==> config.mk <==
export PLATFORM = sky130hd
export DESIGN_NAME = ram_arbiter_2p
export DESIGN_NICKNAME = d
export VERILOG_FILES = /design/src/rtl/ram_arbiter_2p.sv
export SDC_FILE = /design/constraint.sdc
export NUM_CORES = 1
export LEC_CHECK = 0
export ABC_AREA = 1
export ABC_CLOCK_PERIOD_IN_PS = 2200
export BUFFER_PORTS_ARGS = -buffer_cell sky130_fd_sc_hd__buf_2
export CAP_MARGIN = 0
export CORE_AREA = 4 4 82 84
export DETAILED_ROUTE_END_ITERATION = 8
export DIE_AREA = 0 0 86 88
export PLACE_DENSITY_LB_ADDON = 0.1
export SYNTH_ARGS = -nofsm -noshare
export SYNTH_HDL_FRONTEND = slang
export SYNTH_SLANG_ARGS = --single-unit
==> constraint.sdc <==
create_clock -name CLK -period 2.2 [get_ports CLK]
set_input_delay 0.66 -clock CLK [delete_from_list [all_inputs] [get_ports CLK]]
set_output_delay 0.66 -clock CLK [all_outputs]
set_load 0.03 [all_outputs]
==> src/rtl/ram_arbiter_2p.sv <==
// Round-robin arbiter sharing one synchronous single-port SRAM between fetch (I) and load/store (D).
// Define RAM_ARB_RMW_EN to merge partial-byte stores with a read-modify-write (MERGE) cycle.
module ram_arbiter_2p #(
    parameter int ADDR_W = 14,
    parameter int DATA_W = 32
) (
    input  logic                CLK,
    input  logic                RST_N,
    input  logic                i_req,
    input  logic [ADDR_W-1:0]   i_addr,
    output logic                i_gnt,
    output logic                i_rvalid,
    output logic [DATA_W-1:0]   i_rdata,
    input  logic                d_req,
    input  logic                d_we,
    input  logic [ADDR_W-1:0]   d_addr,
    input  logic [DATA_W-1:0]   d_wdata,
    input  logic [DATA_W/8-1:0] d_be,
    output logic                d_gnt,
    output logic                d_rvalid,
    output logic [DATA_W-1:0]   d_rdata,
    output logic [ADDR_W-1:0]   ram_adr,
    output logic [DATA_W-1:0]   ram_d,
    output logic                ram_we,
    input  logic [DATA_W-1:0]   ram_q
);

    logic i_win;
    logic d_win;
    logic busy;
    logic last_d_p0;
    logic i_vld_p1;
    logic d_vld_p1;

`ifdef RAM_ARB_RMW_EN
    localparam int BE_W = DATA_W/8;

    typedef enum logic {IDLE, MERGE} state_t;

    state_t              state_p0;
    state_t              state_nxt;
    logic                rmw_start;
    logic [ADDR_W-1:0]   adr_p1;
    logic [DATA_W-1:0]   wdata_p1;
    logic [BE_W-1:0]     be_p1;

    function automatic logic [DATA_W-1:0] merge_bytes(
        input logic [DATA_W-1:0] old_w,
        input logic [DATA_W-1:0] new_w,
        input logic [BE_W-1:0]   be
    );
        logic [DATA_W-1:0] mask;
        for (int b = 0; b < BE_W; b++) begin
            mask[b*8 +: 8] = {8{be[b]}};
        end
        return (old_w & ~mask) | (new_w & mask);
    endfunction

    assign busy      = (state_p0 == MERGE);
    assign rmw_start = d_win && d_we && (d_be != '0) && (d_be != '1);

    always_ff @(posedge CLK or negedge RST_N) begin
        if (!RST_N) begin
            state_p0 <= IDLE;
        end else begin
            state_p0 <= state_nxt;
        end
    end

    always_comb begin
        state_nxt = state_p0;
        case (state_p0)
            IDLE:    if (rmw_start) state_nxt = MERGE;
            MERGE:   state_nxt = IDLE;
            default: state_nxt = IDLE;
        endcase
    end

    // p0 -> p1: hold the partial store until the old word comes back on ram_q
    always_ff @(posedge CLK) begin
        if (rmw_start) begin
            adr_p1   <= d_addr;
            wdata_p1 <= d_wdata;
            be_p1    <= d_be;
        end
    end
`else
    assign busy = 1'b0;
`endif

    // p0: combinational arbitration and SRAM drive in the acceptance cycle
    always_comb begin
        i_win   = 1'b0;
        d_win   = 1'b0;
        ram_adr = '0;
        ram_d   = '0;
        ram_we  = 1'b0;
        if (RST_N && !busy) begin
            i_win = i_req && (!d_req || last_d_p0);
            d_win = d_req && (!i_req || !last_d_p0);
        end
        if (i_win) begin
            ram_adr = i_addr;
        end else if (d_win && !d_we) begin
            ram_adr = d_addr;
        end else if (d_win && (d_be != '0)) begin
            ram_adr = d_addr;
`ifdef RAM_ARB_RMW_EN
            if (d_be == '1) begin
                ram_d  = d_wdata;
                ram_we = 1'b1;
            end
`else
            ram_d  = d_wdata;
            ram_we = 1'b1;
`endif
        end
`ifdef RAM_ARB_RMW_EN
        if (RST_N && busy) begin
            ram_adr = adr_p1;
            ram_d   = merge_bytes(ram_q, wdata_p1, be_p1);
            ram_we  = 1'b1;
        end
`endif
    end

    assign i_gnt = i_win;
    assign d_gnt = d_win;

    // p0 -> p1: read tags and round-robin pointer
    always_ff @(posedge CLK or negedge RST_N) begin
        if (!RST_N) begin
            last_d_p0 <= 1'b1;
            i_vld_p1  <= 1'b0;
            d_vld_p1  <= 1'b0;
        end else begin
            i_vld_p1 <= i_win;
            d_vld_p1 <= d_win && !d_we;
            if (i_win || d_win) begin
                last_d_p0 <= d_win;
            end
        end
    end

    // p1: return registered SRAM data to the tagged port
    assign i_rvalid = i_vld_p1;
    assign d_rvalid = d_vld_p1;
    assign i_rdata  = i_vld_p1 ? ram_q : '0;
    assign d_rdata  = d_vld_p1 ? ram_q : '0;

endmodule

==> metrics <==
leak pwr=roughly 0.0025 µW; PwrDens=~280 mW/mm²; Async S/R FF share, synth=1.00; sequential power share=0.078; cts bufs inserted=3; Hold-fix buffers, CTS=0; Yosys top cell by area=inv_1; combinational share of power=0.750; WP data required=roughly 1.5 ns; max-cap violations=0; sequential element share of the synthesized area=0.0618; Clock Sinks=3; Detail Route Antenna Nets=0; worst-case clock buffer depth=2; peak supply drop=between 0.0003 and 0.0004 V; GRT overflow=0; Final WS setup=-0.0669 ns; Crit Path Max Fanout=8; HPWL Detailed=between 5000 and 6000 µm; Initial Utilization=0.209; final wirelength=6690 µm; largest net degree at the start of global routing=34; initial DRC count=32; die height=about 90 µm; Cell Area, Synth=between 0.001 and 0.0015 mm²; # DRC=0; Least-Margin Pin Slew=approximately 0.39 ns; ranking of synthesized cells by area=inv_1 35%, nand2_1 33%, nor2_1 15%; Synth top area share=0.350; number of synthesized flops with an enable pin=0; CTS H-tree depth=1; clk_skew=~0.0035 ns; DR vias=around 2,300; Syn Inst Count=slightly below 300; fin crit period=roughly 2.3 ns; yosys warns=0; GRT Util Overall=0.155; worst-skew pair later-pin latency=0.22 ns; root buf cell=clkbuf_8; Final Setup Violations=43; startpoint types=input pin; Vias/cell=~3.9; syn nets=slightly below 400; cell with the most instances after synthesis=inv_1; Yosys reg bits=3; final hold viol count=0; period utilization=1.03; Crit Path Class=in2out; DIE WIDTH=86 µm; Site Rows=28; area delta synth->final=171%; Clk pwr share=0.173; failing checks=setup timing; Synth top cells by count=115 x inv_1, 110 x nand2_1, 48 x nor2_1; diode count=0; Setup TNS Final=-1.75 ns; filler instances=a little under 600; WL per Instance=~11 µm; outcome=finished, violations left; Sw Pwr=between 400 and 500 µW; Core ar.=about 0.006 mm²; share of cells above drive strength 1=0.566; switching power share of the total=0.490; I/O Pins=~220; Syn Area/Cell=4.17 µm²; GP Congestion=between 0.7 and 0.8; Worst slew margin=0.742; ys flop type=dfrtp_1; Die ar.=0.00757 mm²; FMAX=~440 MHz; Clock Pin Slew Worst Setup and Hold Paths=about 0.03 ns; Critical Path Sink Type=output port; hold_ws=about 0.33 ns; post-synthesis cell type count=15; total power=between 900 and 1000 µW; Hold Crit Class=in2async; RSZ-0062 raised after global routing=true; CTS tree=done; initial antenna violation count=0; drt pass-1 iters=4; Worst Path Arrival=1.61 ns; Nets=around 630; Slew Limit Fails=0; first-pass GRT wire length=around 9500 µm; PortBufs=between 200 and 250; Internal Pwr Total=approximately 480 µW; vias in the first global route=2,121
## worst max-delay path: stages
cell and delay (ns):
buf_8 0.10, buf_6 0.11, a21oi_4 0.24, clkbuf_16 0.20
nor2_2 0.03, nand2_1 0.07, nand2_2 0.05, buf_6 0.13
## flip-flops by register name, indices dropped and copies added (netlist names)
register	flops
d_rvalid	1
i_rvalid	1
last_d_p0	1
## path summary, 6_finish.rpt
check / from / end / slack, ns / cells past startpoint
max: d_req / ram_adr[3] / -0.07 / 8
min: RST_N / i_rvalid / 0.33 / 2
max reg2reg: last_d_p0 / last_d_p0 / 0.91 / 5
min reg2reg: last_d_p0 / last_d_p0 / 0.59 / 2
max in group asynchronous: RST_N / last_d_p0 / 1.68 / 2
min in group CLK: last_d_p0 / last_d_p0 / 0.59 / 2
## power groups by stage
| stage | logic, µW | registers (µW) | clock network [µW] |
|---|---|---|---|
| 2_1_floorplan | 354 | 74.6 | 0 |
| 3_3_place_gp | 570 | 73.0 | 0 |
| 3_5_place_dp | 574 | 73.3 | 0 |
| 4_1_cts | 689 | 72.7 | 165 |
| 5_1_grt | 754 | 73.4 | 173 |
| 6_report | 702 | 72.5 | 161 |
## final cells by class
class / instances / area (µm²) / area share
Inverter: 115 / 438 / 0.131
Timing Repair Buffer: 237 / 1710 / 0.512
Sequential cell: 3 / 76.3 / 0.0228
Clock buffer: 4 / 45.0 / 0.0135
Multi-Input combinational cell: 166 / 980 / 0.293
Tap cell: 75 / 93.8 / 0.0280
## logic make-up after synthesis
kind of cell	after synthesis	share of synthesized area
compound gates	2	0.00912
simple gates	163	0.519
flops	3	0.0618
buf+inv	128	0.410
## metrics by stage
stage	instance area [µm²]	util	instances	worst slack (ns)
global placement	2690	0.454	585	-0.114
floorplan	1450	-	296	-0.0496
finish	3350	0.565	600	-0.0669
global route	3350	0.565	600	-0.113
detailed placement	2690	0.454	585	-0.133
CTS	3310	0.558	597	-0.0618
## cells in the final DEF (no fill, tap or decap)
cell type,synthesis,final
inv_1,115,113
a21oi_4,0,1
nor2_4,1,35
o22ai_1,1,1
buf_2,3,163
buf_16,0,1
nor2_1,48,13
clkbuf_8,0,3
nand2_1,110,97
inv_4,0,1
nand2_2,2,12
buf_6,2,54
nand2_4,0,4
buf_12,0,7
dfrtp_1,2,2
clkbuf_16,0,1
dfstp_2,1,1
buf_4,2,9
nand3_4,1,1
nand4_1,1,1
nor2_2,0,1
clkbuf_1,6,1
buf_8,0,2
clkinvlp_4,0,1
## repair_timing
action	4_1_cts	5_1_grt
pin swaps	9	4
gates resized for setup	134	5
gates cloned	3	2
endpoints found under the hold margin	0	0
setup endpoints to repair	47	47
buffers inserted	5	3
## routing by layer
layer / track usage / up-vias / part of all wire / wire length, µm
met5: 0 / - / 0 / 0
met3: 0.0414 / 16 / 0.11 / 720
met4: 0.0647 / 0 / 0.030 / 198
met1: 0.151 / 940 / 0.31 / 2090
li1: - / 1230 / - / -
met2: 0.306 / 128 / 0.55 / 3670
(Power assumes the default switching activity.)
